**config.mk**
```make
export PLATFORM = sky130hd
export DESIGN_NAME = measurement_encoder
export DESIGN_NICKNAME = d
export VERILOG_FILES = /design/src/rtl/measurement_encoder.sv
export SDC_FILE = /design/constraint.sdc
export NUM_CORES = 2
export LEC_CHECK = 0
export CAP_MARGIN = 5
export CELL_PAD_IN_SITES_DETAIL_PLACEMENT = 1
export CELL_PAD_IN_SITES_GLOBAL_PLACEMENT = 1
export CORE_ASPECT_RATIO = 0.75
export CORE_MARGIN = 3
export CORE_UTILIZATION = 43
export CTS_CLUSTER_DIAMETER = 30
export DETAILED_ROUTE_END_ITERATION = 10
export GPL_TIMING_DRIVEN = 1
export PLACE_DENSITY_LB_ADDON = 0.12
export SYNTH_ARGS = -nofsm -noshare
export SYNTH_HDL_FRONTEND = slang
export SYNTH_HIERARCHICAL = 1
export SYNTH_SLANG_ARGS = --single-unit
```
**constraint.sdc**
```tcl
create_clock -name clk -period 11.9 [get_ports clk]
set_input_delay 2.38 -clock clk [delete_from_list [all_inputs] [get_ports clk]]
set_output_delay 2.38 -clock clk [all_outputs]
set_load 0.05 [all_outputs]
```
**src/rtl/measurement_encoder.sv**
```systemverilog
// measurement_encoder: y = A*x for a fixed 3x4 float32 sensing matrix, one shared FP multiplier and adder.
// Optional macro MEAS_ZERO_SKIP_EN: terms whose x_j has a zero exponent field are skipped.

module fp_delay #(
   parameter int unsigned W   = 32,
   parameter int unsigned LAT = 1
) (
   input  logic         clk,
   input  logic         rst_n,
   input  logic [W-1:0] i_d,
   output logic [W-1:0] o_q
);
   logic [W-1:0] r_pipe [LAT];

   always_ff @(posedge clk or negedge rst_n) begin
      if (!rst_n) begin
         for (int i = 0; i < int'(LAT); i++) r_pipe[i] <= '0;
      end else begin
         r_pipe[0] <= i_d;
         for (int i = 1; i < int'(LAT); i++) r_pipe[i] <= r_pipe[i-1];
      end
   end

   assign o_q = r_pipe[LAT-1];
endmodule

// Float32 multiply, round-to-nearest-even; denormal inputs and underflowing results flush to signed zero.
module floating_multiplication #(
   parameter int unsigned LAT = 1
) (
   input  logic        clk,
   input  logic        rst_n,
   input  logic [31:0] i_a,
   input  logic [31:0] i_b,
   output logic [31:0] o_p
);
   logic              w_sign, w_nan, w_inf, w_zero, w_grd, w_stk;
   logic [47:0]       w_prod;
   logic [23:0]       w_sig;
   logic [24:0]       w_rnd;
   logic [22:0]       w_frac;
   logic signed [9:0] w_exp;
   logic [31:0]       w_res;

   always_comb begin
      w_sign = i_a[31] ^ i_b[31];
      w_nan  = ((&i_a[30:23]) && (|i_a[22:0])) || ((&i_b[30:23]) && (|i_b[22:0]));
      w_inf  = (&i_a[30:23]) || (&i_b[30:23]);
      w_zero = (i_a[30:23] == 8'd0) || (i_b[30:23] == 8'd0);
      w_prod = {1'b1, i_a[22:0]} * {1'b1, i_b[22:0]};
      w_exp  = $signed({2'b00, i_a[30:23]}) + $signed({2'b00, i_b[30:23]}) - 10'sd127;
      w_sig  = w_prod[46:23];
      w_grd  = w_prod[22];
      w_stk  = |w_prod[21:0];
      if (w_prod[47]) begin
         w_sig = w_prod[47:24];
         w_grd = w_prod[23];
         w_stk = |w_prod[22:0];
         w_exp = w_exp + 10'sd1;
      end
      w_rnd  = {1'b0, w_sig} + {24'd0, w_grd & (w_stk | w_sig[0])};
      w_frac = w_rnd[22:0];
      if (w_rnd[24]) begin
         w_frac = w_rnd[23:1];
         w_exp  = w_exp + 10'sd1;
      end
      if (w_nan || (w_inf && w_zero)) w_res = 32'h7fc00000;
      else if (w_inf)                 w_res = {w_sign, 8'hff, 23'd0};
      else if (w_zero)                w_res = {w_sign, 31'd0};
      else if (w_exp >= 10'sd255)     w_res = {w_sign, 8'hff, 23'd0};
      else if (w_exp <= 10'sd0)       w_res = {w_sign, 31'd0};
      else                            w_res = {w_sign, w_exp[7:0], w_frac};
   end

   fp_delay #(.W(32), .LAT(LAT)) u_dly (.clk(clk), .rst_n(rst_n), .i_d(w_res), .o_q(o_p));
endmodule

// Float32 add, round-to-nearest-even with guard/round/sticky; same flush-to-zero policy as the multiplier.
module floating_adder #(
   parameter int unsigned LAT = 1
) (
   input  logic        clk,
   input  logic        rst_n,
   input  logic [31:0] i_a,
   input  logic [31:0] i_b,
   output logic [31:0] o_s
);
   logic              w_nan_a, w_nan_b, w_inf_a, w_inf_b, w_zero_a, w_zero_b, w_cancel;
   logic [31:0]       w_big, w_sml, w_res;
   logic [7:0]        w_d;
   logic [26:0]       w_mb, w_ms, w_msh, w_diff, w_norm;
   logic [27:0]       w_sum;
   logic [4:0]        w_lz;
   logic [24:0]       w_rnd;
   logic [22:0]       w_frac;
   logic signed [9:0] w_exp;

   function automatic logic [4:0] f_lzc(input logic [26:0] v);
      logic [4:0] n;
      n = 5'd27;
      for (int i = 0; i < 27; i++) if (v[i]) n = 5'(26 - i);
      return n;
   endfunction

   always_comb begin
      w_nan_a  = (&i_a[30:23]) && (|i_a[22:0]);
      w_nan_b  = (&i_b[30:23]) && (|i_b[22:0]);
      w_inf_a  = (&i_a[30:23]) && !(|i_a[22:0]);
      w_inf_b  = (&i_b[30:23]) && !(|i_b[22:0]);
      w_zero_a = (i_a[30:23] == 8'd0);
      w_zero_b = (i_b[30:23] == 8'd0);
      w_big    = i_a;
      w_sml    = i_b;
      if (i_b[30:0] > i_a[30:0]) begin
         w_big = i_b;
         w_sml = i_a;
      end
      w_d  = w_big[30:23] - w_sml[30:23];
      w_mb = {1'b1, w_big[22:0], 3'b000};
      w_ms = {1'b1, w_sml[22:0], 3'b000};
      // bits shifted out of the smaller operand collapse into the sticky LSB
      if (w_d > 8'd26) w_msh = 27'd1;
      else             w_msh = (w_ms >> w_d) | {26'd0, |(w_ms & ((27'd1 << w_d) - 27'd1))};
      w_exp    = $signed({2'b00, w_big[30:23]});
      w_cancel = 1'b0;
      w_sum    = '0;
      w_diff   = '0;
      w_lz     = '0;
      if (w_big[31] == w_sml[31]) begin
         w_sum  = {1'b0, w_mb} + {1'b0, w_msh};
         w_norm = w_sum[26:0];
         if (w_sum[27]) begin
            w_norm = {w_sum[27:2], |w_sum[1:0]};
            w_exp  = w_exp + 10'sd1;
         end
      end else begin
         w_diff   = w_mb - w_msh;
         w_cancel = (w_diff == 27'd0);
         w_lz     = f_lzc(w_diff);
         w_norm   = w_diff << w_lz;
         w_exp    = w_exp - $signed({5'd0, w_lz});
      end
      w_rnd  = {1'b0, w_norm[26:3]} + {24'd0, w_norm[2] & ((|w_norm[1:0]) | w_norm[3])};
      w_frac = w_rnd[22:0];
      if (w_rnd[24]) begin
         w_frac = w_rnd[23:1];
         w_exp  = w_exp + 10'sd1;
      end
      if (w_nan_a || w_nan_b || (w_inf_a && w_inf_b && (i_a[31] != i_b[31]))) w_res = 32'h7fc00000;
      else if (w_inf_a)                w_res = i_a;
      else if (w_inf_b)                w_res = i_b;
      else if (w_zero_a && w_zero_b)   w_res = {i_a[31] & i_b[31], 31'd0};
      else if (w_zero_a)               w_res = i_b;
      else if (w_zero_b)               w_res = i_a;
      else if (w_cancel)               w_res = 32'd0;
      else if (w_exp >= 10'sd255)      w_res = {w_big[31], 8'hff, 23'd0};
      else if (w_exp <= 10'sd0)        w_res = {w_big[31], 31'd0};
      else                             w_res = {w_big[31], w_exp[7:0], w_frac};
   end

   fp_delay #(.W(32), .LAT(LAT)) u_dly (.clk(clk), .rst_n(rst_n), .i_d(w_res), .o_q(o_s));
endmodule

module measurement_encoder #(
   parameter int unsigned MUL_LAT = 1,
   parameter int unsigned ADD_LAT = 1
) (
   input  logic         clk,
   input  logic         rst_n,
   input  logic         in_valid,
   output logic         in_ready,
   input  logic [127:0] buff_x,
   output logic         out_valid,
   input  logic         out_ready,
   output logic [95:0]  buff_y
);
   localparam int unsigned MAX_LAT = (MUL_LAT > ADD_LAT) ? MUL_LAT : ADD_LAT;
   localparam int unsigned CNT_W   = $clog2(MAX_LAT + 1) + 1;
`ifdef MEAS_ZERO_SKIP_EN
   localparam logic ZERO_SKIP = 1'b1;
`else
   localparam logic ZERO_SKIP = 1'b0;
`endif

   typedef enum logic [2:0] {S_IDLE, S_MUL, S_ADD, S_NEXT, S_DONE} state_t;

   state_t           r_state;
   logic [127:0]     r_x;
   logic [1:0]       r_row, r_col;
   logic [CNT_W-1:0] r_cnt;
   logic [31:0]      r_acc, r_prod;
   logic             r_first;

   logic [31:0] w_xj, w_mul_a, w_mul_p, w_add_s, w_acc_new;
   logic [1:0]  w_ncol;
   logic        w_last_col, w_adv;
   state_t      w_nstate;
   logic [95:0] w_y_new;

   function automatic logic [31:0] f_amat(input logic [1:0] row, input logic [1:0] col);
      logic [31:0] a;
      case ({row, col})
         4'h0: a = 32'h3f000000;
         4'h1: a = 32'hbfc00000;
         4'h2: a = 32'hbf400000;
         4'h3: a = 32'hbf600000;
         4'h4: a = 32'h3f400000;
         4'h5: a = 32'h3f000000;
         4'h6: a = 32'hbf400000;
         4'h7: a = 32'hbfa00000;
         4'h8: a = 32'h3f400000;
         4'h9: a = 32'hbe000000;
         4'ha: a = 32'h3fb00000;
         4'hb: a = 32'h3e800000;
         default: a = 32'h0;
      endcase
      return a;
   endfunction

   function automatic logic [31:0] f_xsel(input logic [127:0] x, input logic [1:0] col);
      logic [31:0] v;
      case (col)
         2'd0:    v = x[127:96];
         2'd1:    v = x[95:64];
         2'd2:    v = x[63:32];
         default: v = x[31:0];
      endcase
      return v;
   endfunction

   function automatic logic f_skip(input logic [31:0] x);
      return ZERO_SKIP && (x[30:23] == 8'd0);
   endfunction

   floating_multiplication #(.LAT(MUL_LAT)) u_mul (
      .clk(clk), .rst_n(rst_n), .i_a(w_mul_a), .i_b(w_xj), .o_p(w_mul_p));

   floating_adder #(.LAT(ADD_LAT)) u_add (
      .clk(clk), .rst_n(rst_n), .i_a(r_acc), .i_b(r_prod), .o_s(w_add_s));

   // Term-completion decision: where the sequencer goes once the current term is finished.
   always_comb begin
      w_xj       = f_xsel(r_x, r_col);
      w_mul_a    = f_amat(r_row, r_col);
      w_ncol     = r_col + 2'd1;
      w_last_col = (r_col == 2'd3);
      w_nstate   = S_MUL;
      if (w_last_col && (r_row == 2'd2))  w_nstate = S_DONE;
      else if (f_skip(f_xsel(r_x, w_ncol))) w_nstate = S_NEXT;
      w_acc_new = r_acc;
      w_adv     = 1'b0;
      case (r_state)
         S_MUL: begin
            w_acc_new = w_mul_p;
            w_adv     = (r_cnt == CNT_W'(MUL_LAT)) && r_first;
         end
         S_ADD: begin
            w_acc_new = w_add_s;
            w_adv     = (r_cnt == CNT_W'(ADD_LAT));
         end
         S_NEXT:  w_adv = 1'b1;
         default: w_adv = 1'b0;
      endcase
      case (r_row)
         2'd0:    w_y_new = {w_acc_new, buff_y[63:0]};
         2'd1:    w_y_new = {buff_y[95:64], w_acc_new, buff_y[31:0]};
         default: w_y_new = {buff_y[95:32], w_acc_new};
      endcase
   end

   always_ff @(posedge clk or negedge rst_n) begin
      if (!rst_n) begin
         r_state   <= S_IDLE;
         r_x       <= '0;
         r_row     <= '0;
         r_col     <= '0;
         r_cnt     <= '0;
         r_acc     <= '0;
         r_prod    <= '0;
         r_first   <= 1'b0;
         in_ready  <= 1'b0;
         out_valid <= 1'b0;
         buff_y    <= '0;
      end else begin
         case (r_state)
            S_IDLE: begin
               in_ready <= 1'b1;
               if (in_valid && in_ready) begin
                  in_ready <= 1'b0;
                  r_x      <= buff_x;
                  r_row    <= 2'd0;
                  r_col    <= 2'd0;
                  r_cnt    <= '0;
                  r_acc    <= '0;
                  r_first  <= 1'b1;
                  r_state  <= f_skip(buff_x[127:96]) ? S_NEXT : S_MUL;
               end
            end
            S_MUL: begin
               if (r_cnt == CNT_W'(MUL_LAT)) begin
                  r_cnt <= '0;
                  if (r_first) begin
                     r_acc   <= w_mul_p;
                     r_first <= 1'b0;
                  end else begin
                     r_prod  <= w_mul_p;
                     r_state <= S_ADD;
                  end
               end else begin
                  r_cnt <= r_cnt + CNT_W'(1);
               end
            end
            S_ADD: begin
               if (r_cnt == CNT_W'(ADD_LAT)) begin
                  r_cnt <= '0;
                  r_acc <= w_add_s;
               end else begin
                  r_cnt <= r_cnt + CNT_W'(1);
               end
            end
            S_NEXT: r_cnt <= '0;
            S_DONE: begin
               // first DONE cycle only raises out_valid, giving the +1 of the fixed latency
               if (!out_valid) begin
                  out_valid <= 1'b1;
               end else if (out_ready) begin
                  out_valid <= 1'b0;
                  in_ready  <= 1'b1;
                  r_state   <= S_IDLE;
               end
            end
            default: r_state <= S_IDLE;
         endcase

         if (w_adv) begin
            r_col   <= w_ncol;
            r_state <= w_nstate;
            if (w_last_col) begin
               buff_y  <= w_y_new;
               r_row   <= r_row + 2'd1;
               r_acc   <= '0;
               r_first <= 1'b1;
            end
         end
      end
   end
endmodule

```
# Word level (Yosys, flattened, before mapping)
# Memories as Yosys holds them, arrays and structs flattened.
# Index checks and enable logic that the tools add are counted.
dict set report classes {
  bitwise_logic 11
  n_mul 1
  muxes 97
  reduce_logical 57
  shifts 3
  eq_ne 21
  magnitude_cmp 6
  div_mod_pow 0
  addsub 16
}
# operator n
set ops {}
lappend ops {{2-to-1 mux 32 bit} 16}
lappend ops {{case mux 32 bit (3 select lines)} 2}
lappend ops {{case mux 96 bit (2 select lines)} 1}
lappend ops {{2-to-1 mux 31 bit} 6}
lappend ops {{OR reduction 23 bit} 5}
lappend ops {{2-to-1 mux 5 bit} 17}
lappend ops {{2-to-1 mux 27 bit} 3}
lappend ops {{case mux 32 bit (2 select lines)} 1}
lappend ops {{adder 24 x 1 -> 25 bit} 2}
lappend ops {{2-to-1 mux 10 bit} 5}
lappend ops {{multiplier 24 x 24 -> 48 bit} 1}
lappend ops {{2-to-1 mux 23 bit} 2}
lappend ops {{zero test 8 bit} 4}
lappend ops {{2-to-1 mux 4 bit} 8}
lappend ops {{AND reduction 8 bit} 4}
lappend ops {{> comparator 31 bit} 1}
lappend ops {{adder 10 x 2 -> 10 bit, second input constant} 3}
lappend ops {{adder 27 x 27 -> 28 bit} 1}
lappend ops {{bitwise AND 27 bit} 1}
lappend ops {{zero test 27 bit} 1}
lappend ops {{OR 27 x 1 -> 27 bit} 1}
lappend ops {{OR reduction 27 bit} 1}
lappend ops {{<< shifter 1 x 8 -> 27 bit, first input constant} 1}
lappend ops {{<< shifter 27 x 5 -> 27 bit} 1}
lappend ops {{other kinds (47)} 124}
dict set report totals {
  reg_bits 364
  mem_count 1
  input_bits 132
  ramBits 0
  romBits 176
  latch_bits 0
}
# name words width rd rd_ports_with_merged_regs write_ports line_no
set memory_table {}
lappend memory_table {{(name not given)} 16 11 1 0 0 202} ;# case ({row, col})

# Depth between registers and ports, before layout
dict set report logic_depth {
  word_depth 55
  depth_mapped 68
  depth_no_buf 56
}

# Hierarchy
# The synthesis kept the hierarchy.
# mod seq_area_each_um2 cells_each n_inst area_each_um2
set by_module_without_submodules {}
lappend by_module_without_submodules {floating_multiplication 0.0 2739 1 22489.1}
lappend by_module_without_submodules {measurement_encoder 7507.2 1338 1 12936.2}
lappend by_module_without_submodules {floating_adder 0.0 1989 1 12658.4}
lappend by_module_without_submodules {fp_delay 800.8 32 2 800.8}

# Least setup slack after synthesis
# Ideal clock, no wire load.
dict set report synth_path {
  path_kind {reg-to-reg}
  startpoint {register r_acc[23]}
  endpoint {register u_add.u_dly.r_pipe, in the netlist u_add/u_dly/o_q[9]}
  setup_ps 101
  arrival_time_ps 13096
  setup_slack_ps -1297
  required_ps 11799
  stages_incl_launch_ff 63
  n_path_buf 13
  synth_period_minus_slack_ps 13197
  path_cell_list {dfrtp_1 inv_1 ha_1 buf_4 nand3_2 or4_4 a211oi_2 o21ai_1 o21ai_4 buf_6 buf_6 buf_4 clkbuf_1 clkbuf_1 buf_1 mux2_2 ha_1 or2_2 [27 not listed] a221oi_1 nor2_1 nor3_1 clkbuf_1 clkbuf_1 nand2_1 o21ai_0 a22o_1 ha_1 and2_1 a31o_2 nand3b_4 nor4_1 nand4_1 xnor2_2 a2111oi_4 nand2_4 o32ai_1}
}
dict set report synth_via {
  elab_chain_len 55
}
# item line_no
set synth_rtl {}
lappend synth_rtl {{from (decl)} 191} ;# logic [31:0] r_acc, r_prod;
lappend synth_rtl {{from (signal assigned)} 303} ;# r_acc <= w_mul_p;
lappend synth_rtl {{from (signal assigned)} 316} ;# r_acc <= w_add_s;
lappend synth_rtl {{> comparator 31 bit} 114} ;# if (i_b[30:0] > i_a[30:0]) begin
lappend synth_rtl {{2-to-1 mux 32 bit} 114}
lappend synth_rtl {{subtractor 8 bit} 118} ;# w_d = w_big[30:23] - w_sml[30:23];
lappend synth_rtl {{<< shifter 1 x 8 -> 27 bit} 123} ;# else w_msh = (w_ms >> w_d) | {26'd0, |(w_ms & ((27'd1 << w_d) - 27'd1))};
lappend synth_rtl {{subtractor 27 x 1 -> 27 bit} 123}
lappend synth_rtl {{bitwise AND 27 bit} 123}
lappend synth_rtl {{OR reduction 27 bit} 123}
lappend synth_rtl {{OR 27 x 1 -> 27 bit} 123}
lappend synth_rtl {{[40 not listed]} --}
lappend synth_rtl {{2-to-1 mux 32 bit} 155} ;# else if (w_cancel) w_res = 32'd0;
lappend synth_rtl {{2-to-1 mux 32 bit} 154} ;# else if (w_zero_b) w_res = i_a;
lappend synth_rtl {{2-to-1 mux 32 bit} 153} ;# else if (w_zero_a) w_res = i_b;
lappend synth_rtl {{2-to-1 mux 32 bit} 152} ;# else if (w_zero_a && w_zero_b) w_res = {i_a[31] & i_b[31], 31'd0};
lappend synth_rtl {{2-to-1 mux 32 bit} 151} ;# else if (w_inf_b) w_res = i_b;
lappend synth_rtl {{2-to-1 mux 32 bit} 150} ;# else if (w_inf_a) w_res = i_a;
lappend synth_rtl {{2-to-1 mux 32 bit (*)} 149} ;# if (w_nan_a || w_nan_b || (w_inf_a && w_inf_b && (i_a[31] != i_b[31]))) w_res = 32'h7fc00000;
lappend synth_rtl {{named net u_add.w_res[9]} 89} ;# logic [31:0] w_big, w_sml, w_res;
lappend synth_rtl {{to (decl)} 13} ;# logic [W-1:0] r_pipe [LAT];
# The timed path passes the listed nets; every way through them passes the cells marked *. The select of a mux whose other input is x is not followed.
# A chain may end at the register's enable or synchronous reset.

# Worst setup path after layout
dict set report layout_path {
  startpoint {register r_acc[30]}
  endpoint {register u_add.u_dly.r_pipe, in the netlist u_add/u_dly/o_q[12]}
}
# Same word-level chain as after synthesis.

==> out/qor.csv <==
metric,value,unit
hold_class,flop to flop,
drt-vias-per-instance,5.93,
period_share,96.1,%
n_fill_cell,13700,
grt-ovfl-total,0,
cp-end-kind,flop,
start_util,43.6,%
ys_ff_latch,364,
core-area,114000,sq um
cts.path.max_buffers,3,
clkSinkCount,364,
syn2layout_area_growth,16.9,%
worstPathRequired,12450,ps
crit_path_start_kind,flop,
ys_async_sr_fraction,100,%
crit_type,flop to flop,
synth_top_area_share,19.5,%
synth_edf_count,0,
worstMarginPinSlew,1110,ps
path_clk_slew,60,ps
cp_max_fo,8,
ys_seq_area_share,18.3,%
grt_pass1_wl,313000,microns
drive_above_1_share,11.6,%
hold_buffers,0,
synthCells,6130,
syn_avg_cell_area,8.11,sq um
die_w,399,microns
io_buffers,229,
drc,0,
slew_violations,0,
place_inst,7954,
ys_types,132,
syn-cell-area,49700,sq um
wl_per_cell,25.5,microns
clock_latency,630,ps
dr.pass1.iters,8,
layout.cells.non_filler,8080,
grt_usage,33.8,%
gp_congestion,0.981,
num_rows,107,
ant_nets,0,
antenna_found_initial,3,
synth_flop_cell,dfrtp_1,
cap_viol_max_count,0,
ios,230,
cts_tree,yes,
yosysTopAreaCell,fa_1,
synth-warning-count,6,
grt_max_degree,138,
dp_hpwl,162000,microns
totalWireLength,206000,microns
cts_root_buf,clkbuf_16,
relSlewSlack,25.3,%
cp_slowest_stage_delay,930,ps
setup_viol,0,
drt-initial-drc-count,4169,
r2r_cells,52,
status,"complete, no violations",
numCtsBuffers,50,
dieArea,120000,sq um
fmax,87.5,MHz
htreeDepth,2,
hold_violations,0,
rsz0062_at_grt,true,
vias,47900,
synthTopCellsByArea,"fa_1 20%, dfrtp_1 18%, nand2_1 7.7%, ha_1 7.3%, inv_1 5.4%",
nets,7417,
grt_pass1_vias,50200,
cp_slowest_cell,o311ai_0,
cp.arrival,11980,ps
fin_crit,11430,ps
min_path_cells,2,
fin_skew,54.0,ps
die_h,300,microns
logic make-up after synthesis:
logic type / count (synthesis) / share of synthesized area [%]
adders and majority gates: 776 / 26.9
buffers and inverters: 1079 / 8.67
xor gates and xnor gates: 142 / 2.53
AOI/OAI and AO/OA: 1420 / 19.6
and+or+nand+nor: 2203 / 20.8
other: 1 / 0.00755
DFF: 364 / 18.3
muxes: 145 / 3.21
path summary, 6_finish.rpt:
kind | start | to | slack, ps
setup / recovery | r_acc[30] | u_add/u_dly/o_q[12] | 470
hold / removal | r_x[26] | r_x[26] | 470
setup reg to reg | r_acc[30] | u_add/u_dly/o_q[12] | 470
hold reg to reg | r_x[26] | r_x[26] | 470
max in group asynchronous | rst_n | buff_y[45] | 7910
min in group asynchronous | rst_n | r_x[84] | 1770
repair_timing:
action / CTS / global route
hold endpoints to repair: 0 / 0
cloned: 0 / 1
pin swaps: 4 / 18
setup endpoints to repair: 27 / 51
setup buffers: 3 / 25
resized for setup: 20 / 119
metrics by stage:
step | TNS (ps) | util, % | cell area [sq um] | hold slack (ps) | setup slack, ps
floorplan | 0 | - | 50200 | 445 | 16.9
global placement | -76.0 | 48.5 | 55400 | 458 | -34.9
detailed placement | -2510 | 48.5 | 55400 | 463 | -202
CTS | 0 | 50.3 | 57300 | 477 | 13.8
global route | -167 | 50.9 | 58100 | 498 | -61.4
finish | 0 | 50.9 | 58100 | 473 | 466
synth_stat cells (all sizes together), types with 103 or more instances:
master / instances
dfrtp: 364
ha: 291
a211oi: 105
a21oi: 394
xnor2: 103
o21ai: 300
fa: 485
nor2: 393
buf: 122
and2: 272
clkbuf: 230
nand2: 1027
inv: 721
routing by layer:
layer	up-vias	GRT usage, %	routed length [microns]
li1	21400	-	-
met1	24400	46.6	90400
met2	1672	54.9	94800
met3	343	5.72	14200
met4	2	9.15	6570
met5	-	0	13
registers in the layout, indices dropped and copies added, names as in the netlist, 3 cells and up:
name	count
buff_y	96
r_x	128
r_acc	32
u_add/u_dly/o_q	32
u_mul/u_dly/o_q	32
r_prod	32
r_state	3
worst max-delay path: cells and delay by family (launching register included):
kind	cells	cell delay (ps)
flops	1	410
buf+inv	8	1090
mux	2	750
compound gates	28	5910
simple gates	10	2060
fa+ha+maj	4	1120
cell type report:
cell class              count  area (sq um)  share of cell area (%)
inverters                 727          2740                    4.72
multi-input cells        4801         37500                    64.6
repair buffers            565          4920                    8.47
clock inverters            36           505                   0.871
well taps                1526          1910                    3.29
clock buffers              58          1350                    2.33
diodes                      3          7.51                  0.0129
flip-flops and latches    364          9110                    15.7
placed cells by master (no fill, tap or decap), types with 252 or more instances in the layout:
master | Yosys | final
and2_1 | 268 | 267
fa_1 | 485 | 484
dfrtp_1 | 364 | 361
a21oi_1 | 381 | 342
ha_1 | 291 | 282
nor2_1 | 389 | 375
inv_1 | 719 | 717
buf_4 | 13 | 326
o21ai_0 | 265 | 252
nand2_1 | 1023 | 1019
Power is left out: the tool's default activity adds up to more than one toggle a clock period on the data nets, which glitch-free logic cannot reach.
